--- config.mk ---
export PLATFORM = sky130hd
export DESIGN_NAME = mem_access_unit
export DESIGN_NICKNAME = d
export VERILOG_FILES = /design/src/rtl/cpu_pkg.sv /design/src/rtl/mem_lane_align.sv /design/src/rtl/mem_access_unit.sv
export SDC_FILE = /design/constraint.sdc
export NUM_CORES = 1
export LEC_CHECK = 0
export CAP_MARGIN = 20
export CORE_AREA = 2 2 126 128
export DETAILED_ROUTE_END_ITERATION = 8
export DIE_AREA = 0 0 128 130
export GPL_ROUTABILITY_DRIVEN = 0
export MAX_ROUTING_LAYER = met4
export PLACE_DENSITY_LB_ADDON = 0.2
export SKIP_CTS_REPAIR_TIMING = 1
export SYNTH_ARGS = -nofsm -noshare
export SYNTH_HDL_FRONTEND = slang
export SYNTH_SLANG_ARGS = --single-unit
--- constraint.sdc ---
create_clock -name CLK -period 2 [get_ports CLK]
set_input_delay 0.2 -clock CLK [delete_from_list [all_inputs] [get_ports CLK]]
set_output_delay 0.2 -clock CLK [all_outputs]
set_load 0.02 [all_outputs]
--- src/rtl/cpu_pkg.sv ---
// Shared definitions for the CPU data-memory path.
//   SZ_*      : access size encodings carried on ex_size (2'b11 is treated as a word)
//   state_e   : mem_access_unit control states
//   is_misaligned() : alignment rule shared by every memory access path
package cpu_pkg;

  localparam logic [1:0] SZ_BYTE = 2'b00;
  localparam logic [1:0] SZ_HALF = 2'b01;
  localparam logic [1:0] SZ_WORD = 2'b10;

  typedef enum logic [1:0] {
    ST_IDLE = 2'b00,
    ST_BUS  = 2'b01,
    ST_RESP = 2'b10
  } state_e;

  function automatic logic is_misaligned(input logic [1:0] size, input logic [1:0] addr_lo);
    case (size)
      SZ_BYTE: return 1'b0;
      SZ_HALF: return addr_lo[0];
      default: return (addr_lo != 2'b00);
    endcase
  endfunction

endpackage

--- src/rtl/mem_lane_align.sv ---
// Combinational byte-lane steering for a 32-bit little-endian data bus.
//   Store side: st_addr_lo/st_size/st_data -> st_be (byte enables), st_wdata (lane-replicated data)
//   Load side : ld_addr_lo/ld_size/ld_unsigned/ld_word -> ld_data (lane extracted, sign/zero extended)
module mem_lane_align
  import cpu_pkg::*;
(
  input  logic [1:0]  st_addr_lo,
  input  logic [1:0]  st_size,
  input  logic [31:0] st_data,
  output logic [3:0]  st_be,
  output logic [31:0] st_wdata,
  input  logic [1:0]  ld_addr_lo,
  input  logic [1:0]  ld_size,
  input  logic        ld_unsigned,
  input  logic [31:0] ld_word,
  output logic [31:0] ld_data
);

  logic [31:0] ld_shifted;

  always_comb begin
    st_be    = '0;
    st_wdata = '0;
    case (st_size)
      SZ_BYTE: begin
        st_be    = 4'b0001 << st_addr_lo;
        st_wdata = {4{st_data[7:0]}};
      end
      SZ_HALF: begin
        st_be    = st_addr_lo[1] ? 4'b1100 : 4'b0011;
        st_wdata = {2{st_data[15:0]}};
      end
      default: begin
        st_be    = '1;
        st_wdata = st_data;
      end
    endcase
  end

  always_comb begin
    // Move the addressed lane down to bit 0 before extending.
    ld_shifted = ld_word >> {ld_addr_lo, 3'b000};
    ld_data    = '0;
    case (ld_size)
      SZ_BYTE: ld_data = {{24{~ld_unsigned & ld_shifted[7]}}, ld_shifted[7:0]};
      SZ_HALF: ld_data = {{16{~ld_unsigned & ld_shifted[15]}}, ld_shifted[15:0]};
      default: ld_data = ld_word;
    endcase
  end

endmodule

--- src/rtl/mem_access_unit.sv ---
// Data-memory stage: byte/half/word loads and stores over a req/ack bus,
// plus one-cycle pass-through of non-memory ALU results to write-back.
//   CLK, RST (async active-low)
//   ex_*       : execute-stage record, accepted only while stall=0
//   stall      : unit busy (BUS or RESP)
//   dmem_*     : registered bus request, held until ack or TIMEOUT cycles
//   wb_*       : registered one-cycle write-back record
//   misalign_exc, timeout_exc : one-cycle exception pulses
module mem_access_unit
  import cpu_pkg::*;
#(
  parameter int unsigned TIMEOUT = 15
) (
  input  logic        CLK,
  input  logic        RST,
  input  logic        ex_valid,
  input  logic        ex_mem_read,
  input  logic        ex_mem_write,
  input  logic [1:0]  ex_size,
  input  logic        ex_unsigned,
  input  logic [31:0] alu_result,
  input  logic [31:0] ex_store_data,
  input  logic [4:0]  ex_rd,
  input  logic        ex_reg_write,
  output logic        stall,
  output logic        dmem_req,
  output logic        dmem_we,
  output logic [31:0] dmem_addr,
  output logic [31:0] dmem_wdata,
  output logic [3:0]  dmem_be,
  input  logic        dmem_ack,
  input  logic [31:0] dmem_rdata,
  output logic        wb_valid,
  output logic        wb_reg_write,
  output logic [4:0]  wb_rd,
  output logic [31:0] wb_data,
  output logic        misalign_exc,
  output logic        timeout_exc
);

  localparam logic [7:0] CNT_LAST = 8'(TIMEOUT - 1);

  state_e      state_q, state_d;
  logic [7:0]  cnt_q, cnt_d;

  logic [1:0]  rq_addr_lo_q, rq_addr_lo_d;
  logic [1:0]  rq_size_q, rq_size_d;
  logic        rq_unsigned_q, rq_unsigned_d;
  logic [4:0]  rq_rd_q, rq_rd_d;
  logic        rq_reg_write_q, rq_reg_write_d;
  logic        rq_load_q, rq_load_d;
  logic [31:0] rdata_q, rdata_d;

  logic        dmem_req_q, dmem_req_d;
  logic        dmem_we_q, dmem_we_d;
  logic [31:0] dmem_addr_q, dmem_addr_d;
  logic [31:0] dmem_wdata_q, dmem_wdata_d;
  logic [3:0]  dmem_be_q, dmem_be_d;

  logic        wb_valid_q, wb_valid_d;
  logic        wb_reg_write_q, wb_reg_write_d;
  logic [4:0]  wb_rd_q, wb_rd_d;
  logic [31:0] wb_data_q, wb_data_d;
  logic        misalign_q, misalign_d;
  logic        timeout_q, timeout_d;

  logic [3:0]  lane_be;
  logic [31:0] lane_wdata;
  logic [31:0] lane_ld_data;

  mem_lane_align u_lane (
    .st_addr_lo  (alu_result[1:0]),
    .st_size     (ex_size),
    .st_data     (ex_store_data),
    .st_be       (lane_be),
    .st_wdata    (lane_wdata),
    .ld_addr_lo  (rq_addr_lo_q),
    .ld_size     (rq_size_q),
    .ld_unsigned (rq_unsigned_q),
    .ld_word     (rdata_q),
    .ld_data     (lane_ld_data)
  );

  always_comb begin
    state_d        = state_q;
    cnt_d          = cnt_q;
    rq_addr_lo_d   = rq_addr_lo_q;
    rq_size_d      = rq_size_q;
    rq_unsigned_d  = rq_unsigned_q;
    rq_rd_d        = rq_rd_q;
    rq_reg_write_d = rq_reg_write_q;
    rq_load_d      = rq_load_q;
    rdata_d        = rdata_q;
    dmem_req_d     = dmem_req_q;
    dmem_we_d      = dmem_we_q;
    dmem_addr_d    = dmem_addr_q;
    dmem_wdata_d   = dmem_wdata_q;
    dmem_be_d      = dmem_be_q;
    wb_valid_d     = 1'b0;
    wb_reg_write_d = 1'b0;
    wb_rd_d        = '0;
    wb_data_d      = '0;
    misalign_d     = 1'b0;
    timeout_d      = 1'b0;

    case (state_q)
      ST_IDLE: begin
        if (ex_valid) begin
          if (ex_mem_read || ex_mem_write) begin
            if (is_misaligned(ex_size, alu_result[1:0])) begin
              wb_valid_d = 1'b1;
              wb_rd_d    = ex_rd;
              misalign_d = 1'b1;
            end else begin
              rq_addr_lo_d   = alu_result[1:0];
              rq_size_d      = ex_size;
              rq_unsigned_d  = ex_unsigned;
              rq_rd_d        = ex_rd;
              rq_reg_write_d = ex_reg_write;
              rq_load_d      = ex_mem_read;
              dmem_req_d     = 1'b1;
              dmem_we_d      = ex_mem_write;
              dmem_addr_d    = {alu_result[31:2], 2'b00};
              // Reads carry no byte enables or data; lane selection happens on return.
              dmem_be_d      = ex_mem_write ? lane_be : 4'b0000;
              dmem_wdata_d   = ex_mem_write ? lane_wdata : '0;
              cnt_d          = '0;
              state_d        = ST_BUS;
            end
          end else begin
            wb_valid_d     = 1'b1;
            wb_reg_write_d = ex_reg_write;
            wb_rd_d        = ex_rd;
            wb_data_d      = alu_result;
          end
        end
      end

      ST_BUS: begin
        // Ack is tested first so it wins over a timeout in the same cycle.
        if (dmem_ack) begin
          rdata_d      = dmem_rdata;
          dmem_req_d   = 1'b0;
          dmem_we_d    = 1'b0;
          dmem_addr_d  = '0;
          dmem_wdata_d = '0;
          dmem_be_d    = '0;
          cnt_d        = '0;
          state_d      = ST_RESP;
        end else if (cnt_q == CNT_LAST) begin
          dmem_req_d   = 1'b0;
          dmem_we_d    = 1'b0;
          dmem_addr_d  = '0;
          dmem_wdata_d = '0;
          dmem_be_d    = '0;
          cnt_d        = '0;
          wb_valid_d   = 1'b1;
          wb_rd_d      = rq_rd_q;
          timeout_d    = 1'b1;
          state_d      = ST_IDLE;
        end else begin
          cnt_d = cnt_q + 8'd1;
        end
      end

      ST_RESP: begin
        wb_valid_d = 1'b1;
        wb_rd_d    = rq_rd_q;
        if (rq_load_q) begin
          wb_reg_write_d = rq_reg_write_q;
          wb_data_d      = lane_ld_data;
        end
        state_d = ST_IDLE;
      end

      default: state_d = ST_IDLE;
    endcase
  end

  always_ff @(posedge CLK or negedge RST) begin
    if (!RST) begin
      state_q        <= ST_IDLE;
      cnt_q          <= '0;
      rq_addr_lo_q   <= '0;
      rq_size_q      <= '0;
      rq_unsigned_q  <= 1'b0;
      rq_rd_q        <= '0;
      rq_reg_write_q <= 1'b0;
      rq_load_q      <= 1'b0;
      rdata_q        <= '0;
      dmem_req_q     <= 1'b0;
      dmem_we_q      <= 1'b0;
      dmem_addr_q    <= '0;
      dmem_wdata_q   <= '0;
      dmem_be_q      <= '0;
      wb_valid_q     <= 1'b0;
      wb_reg_write_q <= 1'b0;
      wb_rd_q        <= '0;
      wb_data_q      <= '0;
      misalign_q     <= 1'b0;
      timeout_q      <= 1'b0;
    end else begin
      state_q        <= state_d;
      cnt_q          <= cnt_d;
      rq_addr_lo_q   <= rq_addr_lo_d;
      rq_size_q      <= rq_size_d;
      rq_unsigned_q  <= rq_unsigned_d;
      rq_rd_q        <= rq_rd_d;
      rq_reg_write_q <= rq_reg_write_d;
      rq_load_q      <= rq_load_d;
      rdata_q        <= rdata_d;
      dmem_req_q     <= dmem_req_d;
      dmem_we_q      <= dmem_we_d;
      dmem_addr_q    <= dmem_addr_d;
      dmem_wdata_q   <= dmem_wdata_d;
      dmem_be_q      <= dmem_be_d;
      wb_valid_q     <= wb_valid_d;
      wb_reg_write_q <= wb_reg_write_d;
      wb_rd_q        <= wb_rd_d;
      wb_data_q      <= wb_data_d;
      misalign_q     <= misalign_d;
      timeout_q      <= timeout_d;
    end
  end

  assign stall        = (state_q != ST_IDLE);
  assign dmem_req     = dmem_req_q;
  assign dmem_we      = dmem_we_q;
  assign dmem_addr    = dmem_addr_q;
  assign dmem_wdata   = dmem_wdata_q;
  assign dmem_be      = dmem_be_q;
  assign wb_valid     = wb_valid_q;
  assign wb_reg_write = wb_reg_write_q;
  assign wb_rd        = wb_rd_q;
  assign wb_data      = wb_data_q;
  assign misalign_exc = misalign_q;
  assign timeout_exc  = timeout_q;

endmodule

* Yosys cells after proc, flatten, opt, wreduce, memory -nomap -nowiden
Index checks and enable logic that the tools add are counted.
** Cells by class
- Reductions and logical operators :: 12
- Shifts and indexed selects :: 2
- $add $sub $neg :: 1
- Bitwise operators :: 4
- Eq/ne operators :: 9
- Multiplexer cells :: 72
** Operator list (count)
- 2-to-1 mux 32 bit :: 12
- case mux 32 bit (2 select lines) :: 5
- 2-to-1 mux 8 bit :: 5
- right shift 32 x 5 -> 16 bit :: 1
- 2-to-1 mux 4 bit :: 7
- 2-to-1 mux 5 bit :: 5
- 2-to-1 mux 1 bit :: 23
- case mux 4 bit (2 select lines) :: 2
- case mux 8 bit (2 select lines) :: 1
- case mux 5 bit (3 select lines) :: 1
- AND reduction 4 bit :: 3
- 2-to-1 mux 2 bit :: 5
- adder 8 x 1 -> 8 bit, second input constant :: 1
- equality test 8 x 4 -> 1 bit, second input constant :: 1
- case mux 1 bit (2 select lines) :: 4
- equality test 2 x 1 -> 1 bit, second input constant :: 3
- logical NOT 2 bit :: 3
- != test 2 bit, second input constant :: 3
- nonzero test 2 bit :: 3
- AND reduction 5 bit :: 1
- case mux 2 bit (2 select lines) :: 1
- << shifter 1 x 2 -> 4 bit, first input constant :: 1
- != test 3 bit, second input constant :: 1
- case mux 1 bit (3 select lines) :: 1
- 5 further kinds :: 7
** Storage, ports and cells
- Logic and storage cells :: 120
- Bits in registers :: 165

* Longest topological paths before layout
Gate-level depths: netlist of the first run.
- Depth in word-level cells :: 9
- Mapped depth :: 8

* Hierarchy
Synthesis of the first run repeated with hierarchy kept, for this count alone.
** Unflattened totals
- Cells, all modules :: 693
- Area, all modules :: 7706.1 sq um
** Modules (own cells, without submodules)
- mem_access_unit :: instances 1, area an instance 6512.5 sq um, cells each 520
- mem_lane_align :: instances 1, area an instance 1193.6 sq um, cells each 173

* Least setup slack after synthesis of the first run
OpenSTA, ideal clock, no wires.
- Kind :: reg2reg
- Start :: register state_q[1]
- End :: register rq_rd_q[2]
- Cell stages (with the launch flop) :: 6
- Arrival time :: 1555 ps
- Setup time :: 125 ps
- Data required time :: 1875 ps
- Period minus slack after synthesis :: 1680 ps
- Setup slack :: 320 ps
- Path through :: dfrtp_1 -> nor3b_1 -> nand2_1 -> nor2_4 -> buf_4 -> mux2_2
** Between the ends
- Word-level cells in the longest chain between the ends :: 2
** RTL lines
- start, declared :: line mem_access_unit.sv:43 : state_e state_q, state_d;
- start signal, assigned :: line mem_access_unit.sv:203 : state_q <= state_d;
- logical NOT 2 bit :: line mem_access_unit.sv:106 : case (state_q)
- AND reduction 4 bit (no source line)
- end signal, assigned :: line mem_access_unit.sv:208 : rq_rd_q <= rq_rd_d;
- end, declared :: line mem_access_unit.sv:49 : logic [4:0] rq_rd_q, rq_rd_d;
No other way between the ends.
A chain may end at the register's enable or synchronous reset.

* Worst setup path after layout of the first run
- Start :: register cnt_q[4]
- End :: register dmem_addr_q[22] (netlist: dmem_addr[22])
** Between the ends
- Word-level cells in the longest chain between the ends :: 3
** RTL lines
- start, declared :: line mem_access_unit.sv:44 : logic [7:0] cnt_q, cnt_d;
- start signal, assigned :: line mem_access_unit.sv:204 : cnt_q <= cnt_d;
- equality test 8 x 4 -> 1 bit :: line mem_access_unit.sv:150 : end else if (cnt_q == CNT_LAST) begin
- != test 3 bit (no source line)
- AND reduction 5 bit (no source line)
- end signal, assigned :: line mem_access_unit.sv:214 : dmem_addr_q <= dmem_addr_d;
- end, declared :: line mem_access_unit.sv:56 : logic [31:0] dmem_addr_q, dmem_addr_d;
No other way between the ends.

==> metrics.log, run 1 <==
INFO  metric pwr-share-clk = 0.313
INFO  metric dp_hpwl = 14.2 mm
INFO  metric grt_antenna_before_repair = 0
INFO  metric synth_cells = 558
INFO  metric grt_overflow = 0
INFO  metric core.rowCount = between 40 and 50
INFO  metric design_internal_power = around 7.9 mW
INFO  metric wire_per_inst = 19.7 µm
INFO  metric post-layout-total-power = between 10 and 15 mW
INFO  metric power.share.combinational = 0.281
INFO  metric post_synth_instance_area = around 7000 µm²
INFO  metric path_clk_slew = 60 ps
INFO  metric max_slew.worst_pin.slew = approximately 860 ps
INFO  metric final.setup.worst_slack = approximately 34 ps
INFO  metric endpoint_kind = flip-flop
INFO  metric dieArea = around 17,000 µm²
INFO  metric worst_slew_margin_rel = 0.426
INFO  metric tritoncts_num_sinks = 163
INFO  metric synth-edff-count = 0
INFO  metric htreeDepth = 4
INFO  metric seqPwrFrac = 0.406
INFO  metric cts_made_buffers = 17
INFO  metric design.portCount = 223
INFO  metric layout_common_cells = clkdlybuf4s50_1, dfrtp_1, a22o_1
INFO  metric most_frequent_standard_cell_in_the_layout_excluding_fill_and_tap_cells = clkdlybuf4s50_1
INFO  metric total_switching_power = around 3.3 mW
INFO  metric die-width = roughly 130 µm
INFO  metric cts_tree = built
INFO  metric distinct_cell_type_count_after_synthesis = slightly below 50
INFO  metric layout-drive-gt1-share = 0.143
INFO  metric power_switching_share = 0.297
INFO  metric grtUsageTotal = 0.244
INFO  metric placement.setup.worst_slack = 18.6 ps
INFO  metric synthesis.yosys.warnings = 0
INFO  metric drt_drc_violations_left = 0
INFO  metric max_freq = ~0.5 GHz
INFO  metric grt_pass1_vias = around 5,800
INFO  metric clk-insertion-delay-late = between 400 and 500 ps
INFO  metric first_pass_iteration_count_of_the_detailed_router = 7
INFO  metric cp-start-kind = flip-flop
INFO  metric drtAntennaViolNets = 0
INFO  metric grt_setup_unrepaired = false
INFO  metric postLayoutCoreUtil = 0.664
INFO  metric n_antenna_cell = 0
INFO  metric maximum_vdd_drop = between 500 and 600 µV
INFO  metric synthDominantCellAreaShare = 0.580
INFO  metric power.static_leakage = roughly 4.6 nW
INFO  metric initial_core_util = 0.456
INFO  metric ys_async_sr_fraction = 1.00
INFO  metric dominantRegCellSynth = dfrtp_1
INFO  metric cp_data_arrival_time = ~2300 ps
INFO  metric num_vias = between 5,000 and 6,000
INFO  metric critical_path_required = between 2000 and 2500 ps
INFO  metric numPortBuffers = 220
INFO  metric nFillCells = ~1,100
INFO  metric core_area = between 15,000 and 20,000 µm²
INFO  metric clock_tree.buffer_depth = 2
INFO  metric route.detailed.vias_per_inst = ~5.6
INFO  metric criticalPathCategory = reg2reg
INFO  metric timing.hold.worst.class = in2async
INFO  metric max_cap_violations = 0
INFO  metric clock-skew-final = around 8.6 ps
INFO  metric worst_path_maximum_fanout = 39
INFO  metric area_growth_from_synthesis_to_layout = 45.8%
INFO  metric final.setup.tns = 0 ps
INFO  metric average_cell_area_after_synthesis = about 13 µm²
INFO  metric grt_start_max_net_pins = 60
INFO  metric wire_length_of_the_first_global_routing_pass = 30.4 mm
INFO  metric route.final.wire_length = between 15 and 20 mm
INFO  metric synth_seq_area_share = 0.580
INFO  metric nNetsFinal = 900
INFO  metric hold_violations = 0
INFO  metric final_min_period_over_clock_period = 0.983
INFO  metric pwr_density_cell = 1100 nW/µm²
INFO  metric min_period = just under 2000 ps
INFO  metric run_status = complete, no violations
INFO  metric clockRootBuffer = clkbuf_16
INFO  metric ys_seq_elements = around 160
INFO  metric final-setup-viol-count = 0
INFO  metric drc_violation_total_after_the_first_tritonroute_iteration = 320
INFO  metric drv_slew = 0
INFO  metric post_synth_main_area_contributors = dfrtp_1, mux2_2, a22o_1
INFO  metric die_height = roughly 130 µm
INFO  metric cell_type_contributing_the_most_total_cell_area_after_synthesis = dfrtp_1
critical path: stages, from the launching register on:
cell and delay (ps):
dfrtp_1 440, or3_1 450, o21ai_1 320, nand2_2 160
buf_12 210, a22o_1 250
stage by stage:
step,hold WS [ps],instances,instance area (µm²)
final,248,992,10200
after global routing,262,992,10200
after CTS,-325,991,10200
after floorplan,-95.6,559,7030
after detailed placement,121,959,9600
after global placement,117,959,9600
area by class of cell:
cell class,count,area (µm²),area share
multi-input cells,345,2710,0.264
flip-flops and latches,163,4080,0.398
repair buffers,251,2550,0.249
clock inverters,9,178,0.0173
clock buffers,23,458,0.0447
inverters,9,33.8,0.00330
well taps,192,240,0.0234
cell families after synthesis:
logic type      after synthesis  synth area share
flops                       163             0.580
buf+inv                      51            0.0354
other cells                   1          0.000534
fa+ha+maj                     2           0.00356
compound gates              158             0.181
mux                          78             0.119
xor+xnor                      3           0.00374
simple gates                102            0.0760
synth_stat cells (3+ instances only):
cell type / n
inv_1: 8
buf_4: 5
or2_2: 4
nand2_1: 38
a2bb2oi_1: 7
nand3b_1: 8
o221ai_1: 7
mux2i_1: 32
mux2_2: 46
nor3b_1: 5
buf_2: 25
o21a_1: 3
a21oi_1: 8
a221o_1: 16
dfrtp_1: 163
nor2_1: 8
o2bb2ai_1: 17
a22o_1: 52
o211ai_1: 14
nor3_1: 3
o21ai_0: 17
or3_1: 6
nand3_1: 14
a21o_1: 8
clkbuf_1: 11
routing by layer:
layer | global-route usage | part of all wire | vias to the layer above
met4 | 0.104 | 0.034 | 0
met3 | 0.0472 | 0.054 | 43
met1 | 0.304 | 0.41 | 2779
met2 | 0.393 | 0.50 | 214
met5 | - | 0 | -
li1 | - | - | 2562
sequential cells by signal (all words and copies together), names as in the netlist, 2 cells and up:
register	cells
dmem_be	4
cnt_q	8
dmem_wdata	32
rdata_q	32
state_q	2
rq_size_q	2
rq_rd_q	5
rq_addr_lo_q	2
dmem_addr	30
wb_rd	5
wb_data	32
power groups by stage:
stage | clock [mW] | sequential [mW] | combinational [mW]
4_1_cts | 3.58 | 4.56 | 3.17
3_3_place_gp | 0 | 4.58 | 3.05
6_report | 3.51 | 4.56 | 3.15
3_5_place_dp | 0 | 4.61 | 3.15
2_1_floorplan | 0 | 4.80 | 1.41
5_1_grt | 3.74 | 4.64 | 3.37
worst paths after layout:
check / start / endpoint / slack, ps / depth (start not counted)
setup / recovery: cnt_q[4] / dmem_addr[22] / 30 / 5
hold / removal: RST / wb_data[5] / 250 / 2
setup reg to reg: cnt_q[4] / dmem_addr[22] / 30 / 5
hold reg to reg: dmem_we / dmem_we / 470 / 1
max in group asynchronous: RST / rq_addr_lo_q[0] / 1120 / 3
min in group CLK: alu_result[6] / wb_data[6] / 370 / 3
(Power assumes the default switching activity.)
==> run 2, diff against run 1 <==
--- a/config.mk
+++ b/config.mk
@@ -6,9 +6,9 @@
 export NUM_CORES = 1
 export LEC_CHECK = 0
 export CAP_MARGIN = 20
-export CORE_AREA = 2 2 126 128
+export CORE_AREA = 2 2 123 125
 export DETAILED_ROUTE_END_ITERATION = 8
-export DIE_AREA = 0 0 128 130
+export DIE_AREA = 0 0 125 127
 export GPL_ROUTABILITY_DRIVEN = 0
 export MAX_ROUTING_LAYER = met4
 export PLACE_DENSITY_LB_ADDON = 0.2
==> constraint.sdc (replaced) <==
create_clock -name CLK -period 2.5 [get_ports CLK]
set_input_delay 0.25 -clock CLK [delete_from_list [all_inputs] [get_ports CLK]]
set_output_delay 0.25 -clock CLK [all_outputs]
set_load 0.02 [all_outputs]
==> metrics.log, run 2 (synthesis gave the netlist of run 1 again) <==
INFO  metric wire_per_inst = 19.9 µm (+1.4%)
INFO  metric layout_common_cells = clkdlybuf4s50_1, dfrtp_1, a22o_1
INFO  metric met2_wirelength = 9.14 mm (-6.2%)
INFO  metric worst_slew_margin_rel = 0.438 (+0.0116)
INFO  metric pwr_density_cell = 876 nW/µm² (-20%)
INFO  metric drtAntennaViolNets = 0 (unchanged)
INFO  metric hold_violations = 0 (unchanged)
INFO  metric area_growth_from_synthesis_to_layout = 42.7%
INFO  metric critical_path.startpoint = cnt_q[4]
INFO  metric timing.hold.worst.class = in2async
INFO  metric cts_made_buffers = 17 (unchanged)
INFO  metric nNetsFinal = 888 (-1.3%)
INFO  metric path_clk_slew = 60 ps (about the same)
INFO  metric wl_met3 = 1.46 mm (+38%)
INFO  metric cp_data_arrival_time = 2630 ps (+360 ps)
INFO  metric first_pass_iteration_count_of_the_detailed_router = 4 (-3)
INFO  metric core_area = 14,400 µm² (-6.5%)
INFO  metric grt_antenna_before_repair = 0 (unchanged)
INFO  metric max_cap_violations = 0 (unchanged)
INFO  metric clk-insertion-delay-late = 420 ps (about the same)
INFO  metric clock_tree.buffer_depth = 2 (unchanged)
INFO  metric cp-start-kind = flip-flop
INFO  metric endpoint_kind = flip-flop
INFO  metric post-layout-total-power = 8.78 mW (-22%)
INFO  metric cts_tree = built
INFO  metric min_period = 2320 ps (+358 ps)
INFO  metric maximum_vdd_drop = 516 µV (-13%)
INFO  metric n_antenna_cell = 0 (unchanged)
INFO  metric htreeDepth = 4 (unchanged)
INFO  metric max_freq = 0.430 GHz (-15%)
INFO  metric grt_setup_unrepaired = false
INFO  metric max_slew.worst_pin.slew = 840 ps (-17.4 ps)
INFO  metric critical_path_required = 2800 ps (+500 ps)
INFO  metric drc_violation_total_after_the_first_tritonroute_iteration = 301 (-5.9%)
INFO  metric power.static_leakage = 4.45 nW (-2.4%)
INFO  metric clock-skew-final = 8.02 ps (-0.626 ps)
INFO  metric initial_core_util = 0.487 (+0.0316)
INFO  metric wire_length_of_the_first_global_routing_pass = 31.2 mm (+2.6%)
INFO  metric die_height = 127 µm (-2.3%)
INFO  metric route.final.wire_length = 19.4 mm (-0.64%)
INFO  metric tritoncts_num_sinks = 163 (unchanged)
INFO  metric route.top_layer_used = met4
INFO  metric numPortBuffers = 220 (unchanged)
INFO  metric grt_pass1_vias = 5,819 (+1.2%)
INFO  metric grt_start_max_net_pins = 73 (+22%)
INFO  metric final-setup-viol-count = 0 (unchanged)
INFO  metric criticalPathCategory = reg2reg
INFO  metric dp_hpwl = 13.9 mm (-2.2%)
INFO  metric worst_path_maximum_fanout = 25 (-36%)
INFO  metric final_min_period_over_clock_period = 0.930 (-0.0534)
INFO  metric run_status = complete, no violations
INFO  metric die-width = 125 µm (-2.3%)
INFO  metric grt_overflow = 0 (unchanged)
INFO  metric drt_drc_violations_left = 0 (unchanged)
INFO  metric num_vias = 5,557 (-0.73%)
INFO  metric route.detailed.vias_per_inst = 5.72 (+1.3%)
INFO  metric most_frequent_standard_cell_in_the_layout_excluding_fill_and_tap_cells = clkdlybuf4s50_1
INFO  metric design.portCount = 223 (unchanged)
INFO  metric clockRootBuffer = clkbuf_16
INFO  metric instances_no_fill = 972 (-2.0%)
INFO  metric final.setup.tns = 0 ps (unchanged)
INFO  metric dp_cells = 939 (-2.1%)
INFO  metric reg2reg_from = cnt_q[4]
INFO  metric grtUsageTotal = 0.256 (+0.0118)
INFO  metric drv_slew = 0 (unchanged)
INFO  metric core.rowCount = 44 (-4.3%)
INFO  metric dieArea = 15,900 µm² (-4.6%)
INFO  metric drt-met1-wl = 8.40 mm (+4.6%)
INFO  metric layout-drive-gt1-share = 0.135 (-0.00798)
## run 2: changes by cell type in the layout (fill, tap and decap cells not counted), sizes merged
cell / before / now
buf: 31 / 19
bufinv: 5 / 3
clkinv: 2 / 6
clkbuf: 23 / 18
dlymetal6s2s: 1 / 0
inv: 8 / 11
clkdlybuf4s50: 218 / 219
## run 2: stage by stage
stage | hold WS (ps) | util | setup slack (ps) | cell area (µm²)
CTS | -207 | 0.695 | 180 | 10000
global route | 402 | 0.695 | 44.1 | 10000
floorplan | -45.6 | - | 820 | 7030
finish | 353 | 0.695 | 176 | 10000
global placement | 238 | 0.653 | 307 | 9410
detailed placement | 243 | 0.653 | 199 | 9410
## run 2: area by class of cell
| cell class | count | area, µm² |
|---|---|---|
| Fill cell | 1043 | 4390 |
| Sequential cell | 163 | 4080 |
| Multi-Input combinational cell | 345 | 2710 |
| Timing Repair Buffer | 239 | 2370 |
| Clock buffer | 18 | 429 |
| Tap cell | 184 | 230 |
| Clock inverter | 14 | 179 |
| Inverter | 9 | 33.8 |
## run 2: layer usage
metal,vias to the layer above,global-route usage
li1,2530,-
met4,0,0.0758
met5,-,-
met2,223,0.391
met1,2776,0.339
met3,28,0.0699
## run 2: path summary, 6_finish.rpt
kind | slack (ps) | depth (start not counted) | to
min reg2reg | 480 | 1 | dmem_be[0]
min | 350 | 2 | cnt_q[6]
max reg2reg | 180 | 5 | dmem_addr[6]
min in group CLK | 410 | 3 | wb_data[5]
max in group asynchronous | 1250 | 3 | wb_data[25]
max | 180 | 5 | dmem_addr[6]
## run 2: power by group
group | switching [mW] | internal [mW] | total, mW
sequential | 0.467 | 3.19 | 3.66
clock | 1.08 | 1.58 | 2.66
combinational | 1.19 | 1.28 | 2.46
total | 2.73 | 6.05 | 8.78
## run 2: worst max-delay path, stage by stage (launching register included)
cell and delay (ps):
dfrtp_1 430, or3_1 440, o21ai_1 600, nand2_2 170, buf_4 280, a22o_1 270
==> run 3, diff against run 2 <==
--- a/config.mk
+++ b/config.mk
@@ -12,6 +12,7 @@
 export GPL_ROUTABILITY_DRIVEN = 0
 export MAX_ROUTING_LAYER = met4
 export PLACE_DENSITY_LB_ADDON = 0.2
+export SETUP_SLACK_MARGIN = 0.02
 export SKIP_CTS_REPAIR_TIMING = 1
 export SYNTH_ARGS = -nofsm -noshare
 export SYNTH_HDL_FRONTEND = slang
==> results of run 3 <==
Final layout, timing and power as in run 2 (identical DEF).
